$ cat config.mk
export PLATFORM = sky130hd
export DESIGN_NAME = wb_stage
export DESIGN_NICKNAME = d
export VERILOG_FILES = /design/src/rtl/wb_stage_pkg.sv /design/src/rtl/wb_load_ext.sv /design/src/rtl/wb_stage.sv
export SDC_FILE = /design/constraint.sdc
export NUM_CORES = 1
export LEC_CHECK = 0
export BUFFER_PORTS_ARGS = -buffer_cell sky130_fd_sc_hd__buf_2
export CAP_MARGIN = 15
export CORE_UTILIZATION = 47
export CTS_CLUSTER_DIAMETER = 80
export DETAILED_ROUTE_END_ITERATION = 12
export GPL_ROUTABILITY_DRIVEN = 0
export PLACE_DENSITY = 0.87
export SETUP_SLACK_MARGIN = 0.5
export SLEW_MARGIN = 20
export SYNTH_ARGS = -nofsm -noshare
export SYNTH_HDL_FRONTEND = slang
export SYNTH_HIERARCHICAL = 1
export SYNTH_SLANG_ARGS = --single-unit
$ cat constraint.sdc
create_clock -name clk -period 6.2 [get_ports clk]
set_clock_uncertainty 0.1 [all_clocks]
set_input_delay 0.62 -clock clk [delete_from_list [all_inputs] [get_ports clk]]
set_output_delay 0.62 -clock clk [all_outputs]
set_load 0.02 [all_outputs]
$ cat src/rtl/wb_stage_pkg.sv
// wb_stage_pkg: instruction encodings, write-back select and load-type codes, write-back decode
package wb_stage_pkg;

    localparam logic [5:0] OP_SPECIAL = 6'h00, OP_REGIMM = 6'h01, OP_J    = 6'h02, OP_JAL  = 6'h03;
    localparam logic [5:0] OP_BEQ     = 6'h04, OP_BNE    = 6'h05, OP_BLEZ = 6'h06, OP_BGTZ = 6'h07;
    localparam logic [5:0] OP_COP0    = 6'h10;
    localparam logic [5:0] OP_LB      = 6'h20, OP_LH     = 6'h21, OP_LW   = 6'h23;
    localparam logic [5:0] OP_LBU     = 6'h24, OP_LHU    = 6'h25;
    localparam logic [5:0] OP_SB      = 6'h28, OP_SH     = 6'h29, OP_SW   = 6'h2b;
    localparam logic [5:0] FN_JALR    = 6'h09, FN_MFHI   = 6'h10, FN_MFLO = 6'h12;
    localparam logic [4:0] RT_BLTZAL  = 5'h10, RT_BGEZAL = 5'h11, RS_MFC0 = 5'h00;

    typedef enum logic [2:0] {SEL_ALU, SEL_MDU, SEL_CP0, SEL_PC8, SEL_MEM} wb_sel_e;
    typedef enum logic [2:0] {LD_W, LD_H, LD_HU, LD_B, LD_BU} ld_type_e;

    typedef struct packed {
        logic       is_load;
        logic [4:0] dest;
        wb_sel_e    sel;
        ld_type_e   ld;
    } wb_dec_t;

    function automatic wb_dec_t wb_decode(input logic [31:0] ins);
        wb_dec_t    d;
        logic [5:0] op;
        logic [5:0] fn;
        logic [4:0] rs;
        logic [4:0] rt;
        logic       link;
        logic       regimm_link;
        logic       mdu;
        logic       mfc0;
        logic       nodest;
        op          = ins[31:26];
        fn          = ins[5:0];
        rs          = ins[25:21];
        rt          = ins[20:16];
        regimm_link = op == OP_REGIMM && (rt == RT_BLTZAL || rt == RT_BGEZAL);
        link        = op == OP_JAL || regimm_link || (op == OP_SPECIAL && fn == FN_JALR);
        mdu         = op == OP_SPECIAL && (fn == FN_MFHI || fn == FN_MFLO);
        mfc0        = op == OP_COP0 && rs == RS_MFC0;
        nodest      = op inside {OP_REGIMM, OP_J, OP_BEQ, OP_BNE, OP_BLEZ, OP_BGTZ, OP_SB, OP_SH, OP_SW}
                      || (op == OP_COP0 && !mfc0);
        d.is_load   = op inside {OP_LB, OP_LH, OP_LW, OP_LBU, OP_LHU};
        d.ld        = op == OP_LB ? LD_B : op == OP_LBU ? LD_BU : op == OP_LH ? LD_H :
                      op == OP_LHU ? LD_HU : LD_W;
        d.sel       = d.is_load ? SEL_MEM : link ? SEL_PC8 : mdu ? SEL_MDU : mfc0 ? SEL_CP0 : SEL_ALU;
        d.dest      = (op == OP_JAL || regimm_link) ? 5'd31 : nodest ? 5'd0 :
                      op == OP_SPECIAL ? ins[15:11] : rt;
        return d;
    endfunction

endpackage

$ cat src/rtl/wb_load_ext.sv
// wb_load_ext: selects and sign/zero-extends the addressed byte or half of a load word
module wb_load_ext
    import wb_stage_pkg::*;
(
    input  logic [31:0] rdata,
    input  logic [1:0]  addr10,
    input  logic [2:0]  ld_type,
    output logic [31:0] ext
);

    logic [15:0] half;
    logic [7:0]  bt;

    always_comb begin
        half = addr10[1] ? rdata[31:16] : rdata[15:0];
        bt   = rdata[{addr10, 3'b000} +: 8];
        ext  = ld_type == LD_H  ? {{16{half[15]}}, half} :
               ld_type == LD_HU ? {16'h0, half} :
               ld_type == LD_B  ? {{24{bt[7]}}, bt} :
               ld_type == LD_BU ? {24'h0, bt} : rdata;
    end

endmodule

$ cat src/rtl/wb_stage.sv
// wb_stage: MIPS write-back; matches in-order read responses to loads and drives regfile/forwarding/trace
module wb_stage
    import wb_stage_pkg::*;
#(
    parameter int RESP_DEPTH = 2
) (
    input  logic        clk,
    input  logic        reset,
    input  logic        valid_last,
    output logic        allowin,
    input  logic [31:0] pc_i,
    input  logic [31:0] instr_i,
    input  logic [31:0] alu_i,
    input  logic [31:0] mdu_i,
    input  logic [31:0] cp0_i,
    input  logic [31:0] data_rdata,
    input  logic        data_data_ok,
    input  logic        data_is_rd,
    output logic        rf_we,
    output logic [4:0]  rf_waddr,
    output logic [31:0] rf_wdata,
    output logic [4:0]  fwd_addr,
    output logic        fwd_ready,
    output logic [31:0] fwd_data,
    output logic [31:0] debug_wb_pc,
    output logic        debug_wb_we
);

    localparam int PW = $clog2(RESP_DEPTH);

    logic [31:0]   buf_q [RESP_DEPTH];
    logic [31:0]   buf_d [RESP_DEPTH];
    logic [PW-1:0] rd_ptr_q, rd_ptr_d, wr_ptr_q, wr_ptr_d;
    logic [PW:0]   cnt_q, cnt_d;
    logic [31:0]   debug_wb_pc_q, debug_wb_pc_d;
    logic          debug_wb_we_q, debug_wb_we_d;
    wb_dec_t       dec;
    logic          push_req, head_avail, full, bypass_hit, ready_go, commit, pop, push;
    logic [31:0]   ld_raw, ld_ext;

    assign dec    = wb_decode(instr_i);
    assign ld_raw = cnt_q != '0 ? buf_q[rd_ptr_q] : data_rdata;

    wb_load_ext u_ext (
        .rdata   (ld_raw),
        .addr10  (alu_i[1:0]),
        .ld_type (dec.ld),
        .ext     (ld_ext)
    );

    always_comb begin
        push_req      = data_data_ok && data_is_rd;
        head_avail    = cnt_q != '0;
        full          = cnt_q == (PW+1)'(RESP_DEPTH);
        bypass_hit    = valid_last && dec.is_load && !head_avail && push_req;
        ready_go      = !dec.is_load || head_avail || bypass_hit;
        commit        = valid_last && ready_go && !reset;
        pop           = commit && dec.is_load && head_avail;
        push          = push_req && !bypass_hit && (!full || pop);
        buf_d         = buf_q;
        if (push) buf_d[wr_ptr_q] = data_rdata;
        wr_ptr_d      = push ? wr_ptr_q + 1'b1 : wr_ptr_q;
        rd_ptr_d      = pop ? rd_ptr_q + 1'b1 : rd_ptr_q;
        cnt_d         = cnt_q + (PW+1)'(push) - (PW+1)'(pop);
        allowin       = !valid_last || ready_go;
        rf_we         = commit && dec.dest != 5'd0;
        rf_waddr      = dec.dest;
        rf_wdata      = dec.sel == SEL_MEM ? ld_ext :
                        dec.sel == SEL_MDU ? mdu_i :
                        dec.sel == SEL_CP0 ? cp0_i :
                        dec.sel == SEL_PC8 ? pc_i + 32'd8 : alu_i;
        fwd_addr      = (valid_last && !reset) ? dec.dest : 5'd0;
        fwd_ready     = ready_go && !reset;
        fwd_data      = rf_wdata;
        debug_wb_pc_d = commit ? pc_i : debug_wb_pc_q;
        debug_wb_we_d = commit ? rf_we : debug_wb_we_q;
    end

    always_ff @(posedge clk) begin
        buf_q <= buf_d;
        if (reset) begin
            cnt_q         <= '0;
            rd_ptr_q      <= '0;
            wr_ptr_q      <= '0;
            debug_wb_pc_q <= '0;
            debug_wb_we_q <= 1'b0;
        end else begin
            cnt_q         <= cnt_d;
            rd_ptr_q      <= rd_ptr_d;
            wr_ptr_q      <= wr_ptr_d;
            debug_wb_pc_q <= debug_wb_pc_d;
            debug_wb_we_q <= debug_wb_we_d;
        end
    end

    assign debug_wb_pc = debug_wb_pc_q;
    assign debug_wb_we = debug_wb_we_q;

    resp_overflow: assert property (@(posedge clk) disable iff (reset)
        !(push_req && !bypass_hit && full && !pop));

endmodule

* Yosys cells after proc, flatten, opt, wreduce, memory -nomap -nowiden
Index checks and enable logic that the tools add are counted.
** Word-level totals
- Register bits after elaboration :: 101
- Logic and storage cells :: 117
- Output and inout bits :: 110
- Bits of input ports :: 197
** Cells by class
- Bitwise operators :: 2
- Equal/unequal tests :: 30
- Reductions and logical operators :: 41
- Shifts and indexed selects :: 1
- Muxes and demuxes :: 28
- $add $sub $neg :: 5
- Magnitude comparators :: 3
** Operator list (number)
- $mux 32 :: 13
- $bwmux 64 :: 1
- $eq 6x6->1 const B :: 8
- $add 32x4->32 const B :: 1
- $demux 32 s1 :: 1
- $shiftx 32x6->8 :: 1
- $eq 6x3->1 const B :: 4
- $mux 5 :: 4
- $logic_and 1x1->1 :: 19
- $eq 6x5->1 const B :: 3
- $mux 16 :: 1
- $eq 3x2->1 const B :: 4
- $eq 6x2->1 const B :: 2
- $eq 5x5->1 const B :: 2
- $mux 2 :: 5
- $reduce_bool 5->1 :: 2
- $logic_or 1x1->1 :: 9
- $mux 3 :: 3
- $reduce_bool 9->1 :: 1
- $logic_not 1->1 :: 7
- $eq 3x1->1 const B :: 2
- $eq 3x3->1 const B :: 2
- $eq 6x1->1 const B :: 1
- $eq 6x4->1 const B :: 1
- 10 further kinds :: 13

* Longest topological paths before layout
Gate-level depths: netlist of run 1.
- Word-level depth :: 14
- Gate-level depth with buffers :: 14
- Mapped depth without buffers :: 10

* By module
Netlist of run 1, hierarchy kept.
** By module, submodules not included
- wb_stage :: cells an instance 712, seq. area each 2662.6 um2, times used 1, area an instance 6318.6 um2
- wb_load_ext :: cells an instance 168, seq. area each 0.0 um2, times used 1, area an instance 1031.0 um2

* Least setup slack after synthesis of run 1
Ideal clock, no wire load.
- Path type :: in2out
- From :: input port instr_i[29]
- To :: output port rf_wdata[22]
- Data required time :: 5.480 ns
- Path slack :: 2.279 ns
- Arrival :: 3.201 ns
- Stages :: 10
- Path through :: or3b_2 -> nor3_1 -> buf_2 -> and2_0 -> clkbuf_1 -> a21oi_1 -> nand3_1 -> o22ai_1 -> a21oi_1 -> buf_4
** RTL lines
- from (decl) :: line wb_stage.sv:12 : input logic [31:0] instr_i,
- to (decl) :: line wb_stage.sv:21 : output logic [31:0] rf_wdata,

* Final worst setup path of run 1
- From :: input port instr_i[29]
- To :: output port fwd_data[4]
** Between the ends
- Cells in the longest elaborated chain, start to end :: 11
- Elaborated cells between the ends (all ways) :: 40
- Classes of those cells :: eq/ne: 16; mux: 16; reduce/logical: 8
** Ends and longest elaborated chain
- $eq 6x6->1, or another cell as far along :: line wb_stage_pkg.sv:44, wb_stage_pkg.sv:46
- $mux 2, or another cell as far along :: line wb_stage_pkg.sv:46 : op == OP_LHU ? LD_HU : LD_W;
- $mux 2, or another cell as far along :: line wb_stage_pkg.sv:45 : d.ld = op == OP_LB ? LD_B : op == OP_LBU ? LD_BU : op == OP_LH ? LD_H :
- $mux 3, or another cell as far along :: line wb_stage_pkg.sv:45
- $mux 3 or $mux 2 (tied branches) :: line wb_stage_pkg.sv:45, wb_stage_pkg.sv:47
- $eq 3x3->1 or $mux 3 (tied branches) :: line wb_load_ext.sv:20, wb_stage_pkg.sv:47
- $mux 32 or $eq 3x2->1 (tied branches) :: line wb_load_ext.sv:20, wb_stage.sv:71
- $mux 32 (on tied branches) :: line wb_load_ext.sv:19, wb_stage.sv:71
- $mux 32 (on tied branches) :: line wb_load_ext.sv:18, wb_stage.sv:70
- $mux 32 (on tied branches) :: line wb_load_ext.sv:17, wb_stage.sv:69
- $mux 32 (*) :: line wb_stage.sv:68 : rf_wdata = dec.sel == SEL_MEM ? ld_ext :
- to (decl) :: line wb_stage.sv:24 : output logic [31:0] fwd_data,
Every way passes the cells marked *; elsewhere a longest branch is shown, timed or not.

==> impl_metrics.toml, run 1 <==
[synthesis]
async_flop_share_pct = 0
yosys_warnings = 6
synth.avg_cell_area_um2 = 8.35
synth_cell_types = 73
synth_edf_count = 64
synthCells = 880
ys_ff_latch = 101
synth_nets = 1080
seq_area_frac_synth_pct = 36.2
synth_area_um2 = 7350
synthFlopType = "edfxtp_1"

[floorplan]
fp-row-count = 45
ioPinCount = 307
start_util_pct = 48.2
fp.dieW_um = 127
die_area_um2 = 16100
chipHeight_um = 127
design.core.area_um2 = 15300

[clocking]
clk_pin_slew_ns = 0.07
cts_resized = 0
h-tree-depth = 3
cts_root_buf = "clkbuf_16"
numCtsBuffers = 9
cts_tree = "yes"
post_cts_buffers = 0
cts_sinks = 101
insertion_delay_ns = 0.35
clockBufferDepth = 2
cts-hold-fix-buffers = 0

[power_and_ir_drop]
switching_share_pct = 32.5
report.power.total_mw = 1.84
seqPwrFrac_pct = 41.4
clkPwrFrac_pct = 31.4
peakVddDrop_mv = 0.140
intPower_mw = 1.24
comb_power_share_pct = 27.1
p_switching_mw = 0.599
p_per_area_nw_per_um2 = 205
leakage_nw = 3.80

[finish]
fillers = 1381
utilization_pct = 59.0
n_antenna_cell = 0
finalNetCount = 1310
final_layout_size_suffix_gt1_share_pct = 32.1
synthToLayoutAreaGrowth_pct = 22.4

[grt]
grt_max_degree = 68
grt_usage_pct = 32.5
antenna_found_initial = 1
grt_pass1_wl_um = 39500
overflow = 0
grt_pass1_vias = 7119

[timing]
min_period_ns = 4.43
clock.fmax_mhz = 226
finalHoldViolations = 0
setup_viol = 0
slew_headroom_pct = 26.7
setup_tns_ns = 0
max_slew.worst_pin.slew_ns = 1.10
grt_setup_unrepaired = "false"
drv_slew = 0
fin_crit_sh_pct = 71.5

[run_status]
status = "completed"

[worst_setup_path]
cp_slowest_stage_delay_ns = 0.66
end_kind = "output pin"
cp_cell_sequence = "buf_2 > or3_4 > or4_1 > nand2_2 > nor2_1 > a21oi_1 > o21ai_0 > buf_2"
r2r-start = "cnt_q[1]"
slowest_stage = "or4_1"
worstPathArrival_ns = 3.71
critPathMaxFanout = 34
reg2regPathDepth = 9
r2r_slack_ns = 3.54
r2r-end = "cnt_q[1]"
cp-start-kind = "input port"
cpMostUsedCell = "buf_2"
critPathKind = "in2out"
cp.required_ns = 5.48

[drt]
drt-pass1-iter-count = 8
wire_per_inst_um = 20.4
dr_total_vias = 7967
drc = 0
routed_wirelength_um = 27000
postRouteAntennaNets = 0
viasPerCell = 6.01
drtIter0Drc = 1010

[worst_hold_path]
holdPathEnd = "buf_q[34]"
whs_path_depth = 1
hold_start = "data_rdata[2]"
worstHoldPathType = "in2reg"

[job]
max_cap_viol_count = 0

[placed_design]
hpwl_um = 20700
portBuffers = 301
[layer usage]
metal	routed length (µm)	part of all wire, %	up-vias	GRT usage (%)
li1	-	-	3626	-
met1	10700	40	3685	42.3
met2	12600	47	560	53.4
met3	2740	10	94	6.53
met4	929	3.4	2	12.2
met5	17	0.063	-	0
[power by group through the flow]
stage                     logic, mW  clock network, mW  registers [mW]
after floorplan               0.289                  0           0.797
after global placement        0.479                  0           0.777
after detailed placement      0.489                  0           0.779
after CTS                     0.492              0.580           0.764
after global routing          0.535              0.611           0.767
final                         0.501              0.579           0.764
[synthesized netlist by cell type (19+ instances only)]
cell,number,area (µm²)
nand2b_1,34,213
xnor2_1,23,201
a21oi_1,52,260
nor2_1,25,93.8
nor3_1,19,95.1
nand2_1,136,510
edfxtp_1,64,1920
dfxtp_1,37,741
clkbuf_1,35,131
nand3_1,36,180
mux2i_1,49,490
buf_4,40,300
inv_1,26,97.6
o21ai_0,93,465
[layout by cell type (no fill, tap or decap), types with 4 or more instances in the layout]
master	instances
nor4_1	6
nor3_1	19
buf_2	301
xor2_1	10
nor2_1	22
edfxtp_1	64
nand4_1	13
o41ai_1	7
xnor2_1	23
a221o_1	6
or4_1	4
or3b_2	4
and4_1	4
o21ai_0	93
and2_1	5
o22ai_1	12
maj3_1	7
a21oi_1	52
o221ai_1	7
nand2b_1	34
dfxtp_1	36
buf_4	14
nand2_1	136
o211ai_1	5
a31oi_1	4
a221oi_1	4
nand3_1	36
mux2i_1	49
a21boi_0	8
a22o_1	7
and3_1	8
clkbuf_16	9
or3_1	8
o21ai_1	13
inv_1	26
[critical path, delay by kind of cell]
kind	cells	cell delay, ns
and+or+nand+nor	4	2.14
buffers and inverters	2	0.38
AOI/OAI and AO/OA	2	0.55
[cell type report]
cell class,instances,area [µm²],area share (%)
Clock buffer,12,236,2.63
Timing Repair Buffer,315,1610,17.9
Inverter,26,97.6,1.08
Tap cell,211,264,2.93
Clock inverter,4,55.1,0.612
Multi-Input combinational cell,657,4070,45.2
Sequential cell,101,2660,29.6
[logic make-up (layout without fill, tap and decap cells)]
logic type	after synthesis	count (layout)	synth area share [%]
buffers and inverters	122	357	8.97
AND/OR/NAND/NOR	327	327	22.7
flip-flops	101	101	36.2
multiplexers	50	50	6.98
AO/OA/AOI/OAI	237	237	19.7
XOR/XNOR	33	33	3.93
adder cells (fa/ha/maj)	10	10	1.46
[worst max-delay path by stage]
stage	from	end	slack, ns
global route	instr_i[27]	rf_wdata[4]	1.60
floorplan	instr_i[29]	rf_wdata[22]	2.28
CTS	instr_i[29]	rf_wdata[4]	1.81
global placement	instr_i[29]	rf_wdata[4]	1.85
finish	instr_i[29]	fwd_data[4]	1.77
detailed placement	instr_i[29]	rf_wdata[4]	1.82
[state kept, by name (all words and copies together) (netlist names)]
name,count
buf_q,64
cnt_q,2
debug_wb_pc,32
debug_wb_we,1
rd_ptr_q,1
wr_ptr_q,1
[stage by stage]
step / cells / setup WS [ns] / hold WS (ns) / instance area [µm²]
global placement: 1310 / 1.85 / 0.356 / 8710
detailed placement: 1310 / 1.82 / 0.363 / 8710
floorplan: 880 / 2.28 / 0.421 / 7350
CTS: 1326 / 1.81 / 0.365 / 9000
global route: 1326 / 1.60 / 0.362 / 9000
finish: 1326 / 1.77 / 0.372 / 9000
No activity file was read; power rests on OpenSTA's default activity.
==> run 2: changes to the inputs <==
- clock period: 6.2 -> 4.4 ns (I/O delays scaled with it)
==> run 2 against run 1 <==
Effect of this change: first-iteration DRC count up 2.0%; clock power up 41%; via count down 0.29%; register-to-register slack worse by 1.4 ns; critical path depth up 2; core utilization up 0.68 points; design area up 1.2%.
==> impl_metrics.toml, run 2 (synthesis gave the netlist of run 1 again) <==
[clocking]
insertion_delay_ns = 0.36
cts_sinks = 101
numCtsBuffers = 9
clk_pin_slew_ns = 0.07
clockBufferDepth = 2
cts_root_buf = "clkbuf_16"
cts_tree = "yes"
cts-hold-fix-buffers = 0
h-tree-depth = 3

[timing]
grt_setup_unrepaired = "false"
slew_headroom_pct = 27.9
min_period_ns = 3.79
fin_crit_sh_pct = 86.2
setup_viol = 0
max_slew.worst_pin.slew_ns = 1.08
drv_slew = 0
setup_tns_ns = 0
finalHoldViolations = 0
clock.fmax_mhz = 264

[placed_design]
post_dp_cell_area_um2 = 8760
hpwl_um = 20800
portBuffers = 301
dp.cells = 1318

[worst_hold_path]
worstHoldPathType = "in2reg"

[run_status]
status = "completed"

[worst_setup_path]
critPathMaxFanout = 10
critPathKind = "in2out"
worstPathArrival_ns = 3.25
r2r_slack_ns = 2.10
cp-start-kind = "input port"
end_kind = "output pin"
cp.required_ns = 3.86

[grt]
grt_max_degree = 67
grt_usage_pct = 32.8
grt_pass1_wl_um = 39900
antenna_found_initial = 2
grt_pass1_vias = 7069
overflow = 0

[floorplan]
design.core.area_um2 = 15300
fp-row-count = 45
fp.dieW_um = 127
start_util_pct = 48.2
chipHeight_um = 127
ioPinCount = 307
die_area_um2 = 16100

[power_and_ir_drop]
switching_share_pct = 32.5
intPower_mw = 1.76
clkPwrFrac_pct = 31.3
peakVddDrop_mv = 0.166
seqPwrFrac_pct = 41.3
p_per_area_nw_per_um2 = 286
p_switching_mw = 0.847
report.power.total_mw = 2.61
leakage_nw = 3.86
comb_power_share_pct = 27.4

[finish]
utilization_pct = 59.6
mostFrequentLayoutCells = "buf_2, nand2_1, o21ai_0"
finalNetCount = 1321
final_common_cell = "buf_2"
instances_no_fill = 1339
top_register = "buf_q"
synthToLayoutAreaGrowth_pct = 23.8
final_layout_size_suffix_gt1_share_pct = 32.9
largest_reg_flops = 64
design_area_um2 = 9100

[drt]
drt-pass1-iter-count = 6
routed_wirelength_um = 27300
drc = 0
postRouteAntennaNets = 0
dr_total_vias = 7944
drtIter0Drc = 1030
viasPerCell = 5.93
wire_per_inst_um = 20.4

[job]
max_cap_viol_count = 0
[run 2: what timing repair did]
| action | 4_1_cts | 5_1_grt |
|---|---|---|
| cloned | 1 | 0 |
| endpoints found under the setup margin | 14 | 31 |
| hold endpoints to repair | 0 | 0 |
| pin swaps | 1 | 1 |
| setup buffers | 0 | 2 |
| gates resized for setup | 3 | 2 |
[run 2: cell type report]
type,count,area (µm²)
fill,1386,6160
multi-input combinational,658,4090
sequential,101,2670
timing repair buffer,325,1690
tap,211,264
clock buffer,12,236
inverter,26,97.6
clock inverter,4,55.1
antenna,2,5.00
[run 2: worst max-delay path, stage by stage]
cell	delay, ns
buf_2	0.14
or3b_2	0.50
nor3_2	0.36
buf_4	0.21
xnor2_1	0.38
o22ai_1	0.34
o221ai_1	0.33
o22ai_1	0.14
nor2_1	0.21
buf_2	0.20
[run 2: stage by stage]
stage	hold WS, ns	setup slack (ns)
finish	0.186	0.609
global route	0.172	0.488
CTS	0.170	0.544
detailed placement	0.361	0.220
global placement	0.357	0.390
floorplan	0.421	0.815
[run 2: final timing paths]
| kind | from | to | depth (start not counted) |
|---|---|---|---|
| max | instr_i[29] | fwd_data[3] | 10 |
| max reg2reg | cnt_q[0] | cnt_q[1] | 9 |
| min | data_rdata[28] | buf_q[28] | 1 |
| min reg2reg | debug_wb_pc[28] | debug_wb_pc[28] | 2 |
[run 2: power by group through the flow]
stage / registers, mW / logic [mW] / clock network (mW)
final: 1.08 / 0.714 / 0.815
after global routing: 1.08 / 0.765 / 0.862
after CTS: 1.08 / 0.700 / 0.828
after detailed placement: 1.10 / 0.693 / 0
after global placement: 1.09 / 0.680 / 0
after floorplan: 1.12 / 0.408 / 0
[run 2: metal layers]
layer	part of all wire (%)	track usage, %	up-vias
li1	-	-	3658
met1	39	41.7	3638
met2	46	52.2	554
met3	11	9.42	94
met4	3.8	14.0	0
met5	0	0	-
==> run 3: changes to the inputs <==
- ABC_AREA: not set -> 1
- PLACE_DENSITY: 0.87 -> 0.85
==> run 3 against run 2 <==
Effect of this change: final cell count is 27% higher; die area increased by 8.7%; total power fell by 0.85%.
==> impl_metrics.toml, run 3 <==
[run_status]
status = "completed"

[floorplan]
die_area_um2 = 17500
design.core.area_um2 = 16600
ioPinCount = 307
start_util_pct = 48.2
fp.dieW_um = 132
chipHeight_um = 132
fp-row-count = 47

[synthesis]
synth_edf_count = 64
synth_most_common_cell = "nand2_1"
synthSimpleGateAreaFrac_pct = 38.6
synthFlopType = "edfxtp_1"
synth_top_family_by_area = "simple AND/OR/NAND/NOR gates"
seq_area_frac_synth_pct = 33.3
synth-xor-area-share_pct = 1.86
yosysTopAreaCell = "edfxtp_1"
ys_ff_latch = 101
synth-compound-area-share_pct = 12.1
synth_area_leaders = "edfxtp_1, nand2_1, dfxtp_1"
synth_area_um2 = 8000
async_flop_share_pct = 0
yosys_warnings = 6
synth_fa_ha_area_share_pct = 0.469
synth_cell_types = 43
synth_mux_area_share_pct = 0
synth_nets = 1451
synth.avg_cell_area_um2 = 6.40
synth_top_area_share_pct = 24.0
synthTopCellsByCount = "nand2_1, o21ai_0, inv_1"
synthCells = 1251

[power_and_ir_drop]
report.power.total_mw = 2.58
p_per_area_nw_per_um2 = 270
p_switching_mw = 0.883
switching_share_pct = 34.2
leakage_nw = 4.89
comb_power_share_pct = 27.9
intPower_mw = 1.70
clkPwrFrac_pct = 30.6
peakVddDrop_mv = 0.302
seqPwrFrac_pct = 41.5

[timing]
fin_crit_sh_pct = 83.0
slew_headroom_pct = 28.0
grt_setup_unrepaired = "false"
setup_tns_ns = 0
clock.fmax_mhz = 274
drv_slew = 0
min_period_ns = 3.65
finalHoldViolations = 0
worst_hold_slack_ns = 0.174
layout_setup_ws_ns = 0.748
max_slew.worst_pin.slew_ns = 1.08
setup_viol = 0

[clocking]
clockBufferDepth = 2
cts_sinks = 101
numCtsBuffers = 9
cts-hold-fix-buffers = 0
h-tree-depth = 3
clk_pin_slew_ns = 0.08
cts_tree = "yes"
cts_root_buf = "clkbuf_16"
insertion_delay_ns = 0.36

[worst_setup_path]
r2r_slack_ns = 1.63
r2r-start = "cnt_q[1]"
r2r-end = "debug_wb_pc[29]"
worstPathArrival_ns = 3.11
end_kind = "output pin"
crit_start = "cnt_q[1]"
critPathMaxFanout = 34
reg2regPathDepth = 9
cp-endpoint = "rf_wdata[11]"
cp.required_ns = 3.86
cp-start-kind = "register"
critPathKind = "reg2out"

[drt]
drtIter0Drc = 1125
postRouteAntennaNets = 0
m1WireLength_um = 11100
wl_met2_um = 12900
route.met3.wl_um = 2760
drc = 0
viasPerCell = 5.41
wire_per_inst_um = 16.3
drt-pass1-iter-count = 6
routed_wirelength_um = 27900
top_layer = "met4"
dr_total_vias = 9227

[worst_hold_path]
worstHoldPathType = "in2reg"
hold_start = "reset"

[finish]
largest_reg_flops = 64
fillers = 1551
mostFrequentLayoutCells = "nand2_1, buf_2, o21ai_0"
synthToLayoutAreaGrowth_pct = 19.8
final_common_cell = "nand2_1"
finalNetCount = 1680
final_layout_size_suffix_gt1_share_pct = 24.8
utilization_pct = 57.8
top_register = "buf_q"

[grt]
grt_pass1_vias = 8236
grt_pass1_wl_um = 42800
antenna_found_initial = 2
grt_max_degree = 67
grt_usage_pct = 31.7
overflow = 0

[placed_design]
hpwl_um = 21500
portBuffers = 301
dp_slack_ns = 0.837

[job]
max_cap_viol_count = 0
run 3: cell count changes in the layout (fill, tap and decap cells not counted), moves of 28 or more:
cell | before | now
nand2_1 | 136 | 486
inv_1 | 26 | 116
nand3_1 | 36 | 102
nor2_1 | 22 | 87
mux2i_1 | 49 | 0
o21ai_0 | 92 | 130
nand2b_1 | 34 | 0
a21oi_1 | 52 | 24
run 3: worst min path at each step:
stage	end	slack, ns	cells after the start
after floorplan	cnt_q[1]	0.34	1
after global placement	debug_wb_we	0.35	2
after detailed placement	debug_wb_we	0.36	2
after CTS	debug_wb_we	0.16	2
after global routing	buf_q[60]	0.17	1
final	debug_wb_we	0.17	2
run 3: final cells by class:
class                   count  area, µm²  area share (%)
diodes                      2       5.00          0.0522
clock buffers              10        229            2.39
clock inverters             6       65.1           0.679
inverters                 122        477            4.97
multi-input cells         932       4260            44.5
flip-flops and latches    101       2660            27.8
well taps                 220        275            2.87
repair buffers            314       1610            16.8
run 3: stage by stage:
step,instances,instance area [µm²]
2_1_floorplan,1251,8000
3_3_place_gp,1689,9280
3_5_place_dp,1689,9280
4_1_cts,1705,9580
5_1_grt,1707,9580
6_report,1707,9580
run 3: what timing repair did:
item | 4_1_cts | 5_1_grt
endpoints found under the setup margin | 0 | 3
setup buffers | 0 | 0
gates resized for setup | 0 | 1
run 3: power groups by stage:
stage	clock network (mW)	registers (mW)	logic, mW
after global routing	0.832	1.08	0.783
after CTS	0.803	1.07	0.709
after global placement	0	1.09	0.696
after floorplan	0	1.12	0.426
after detailed placement	0	1.09	0.705
final	0.792	1.07	0.720
run 3: critical path, cell delays in order, from the launching register on:
cell	delay, ns
dfxtp_1	0.36
nor2_4	0.58
nand2_1	0.12
o21ai_0	0.18
inv_1	0.12
nand2_1	0.08
nand3_1	0.10
nand2_1	0.12
nand2_1	0.25
a21oi_1	0.26
nor2_1	0.07
a21oi_1	0.25
buf_2	0.23
run 3: logic make-up (layout without fill, tap and decap cells):
group	Yosys count	after routing
flops	101	101
buf+inv	218	452
simple gates	728	728
fa+ha+maj	3	3
xor+xnor	17	17
compound gates	184	184
other cells	0	2
run 3: metal layers:
| metal | track usage (%) | vias to the layer above |
|---|---|---|
| met5 | 0 | - |
| met4 | 14.8 | 0 |
| met3 | 4.83 | 88 |
| met2 | 51.1 | 571 |
| met1 | 41.7 | 4154 |
| li1 | - | 4414 |
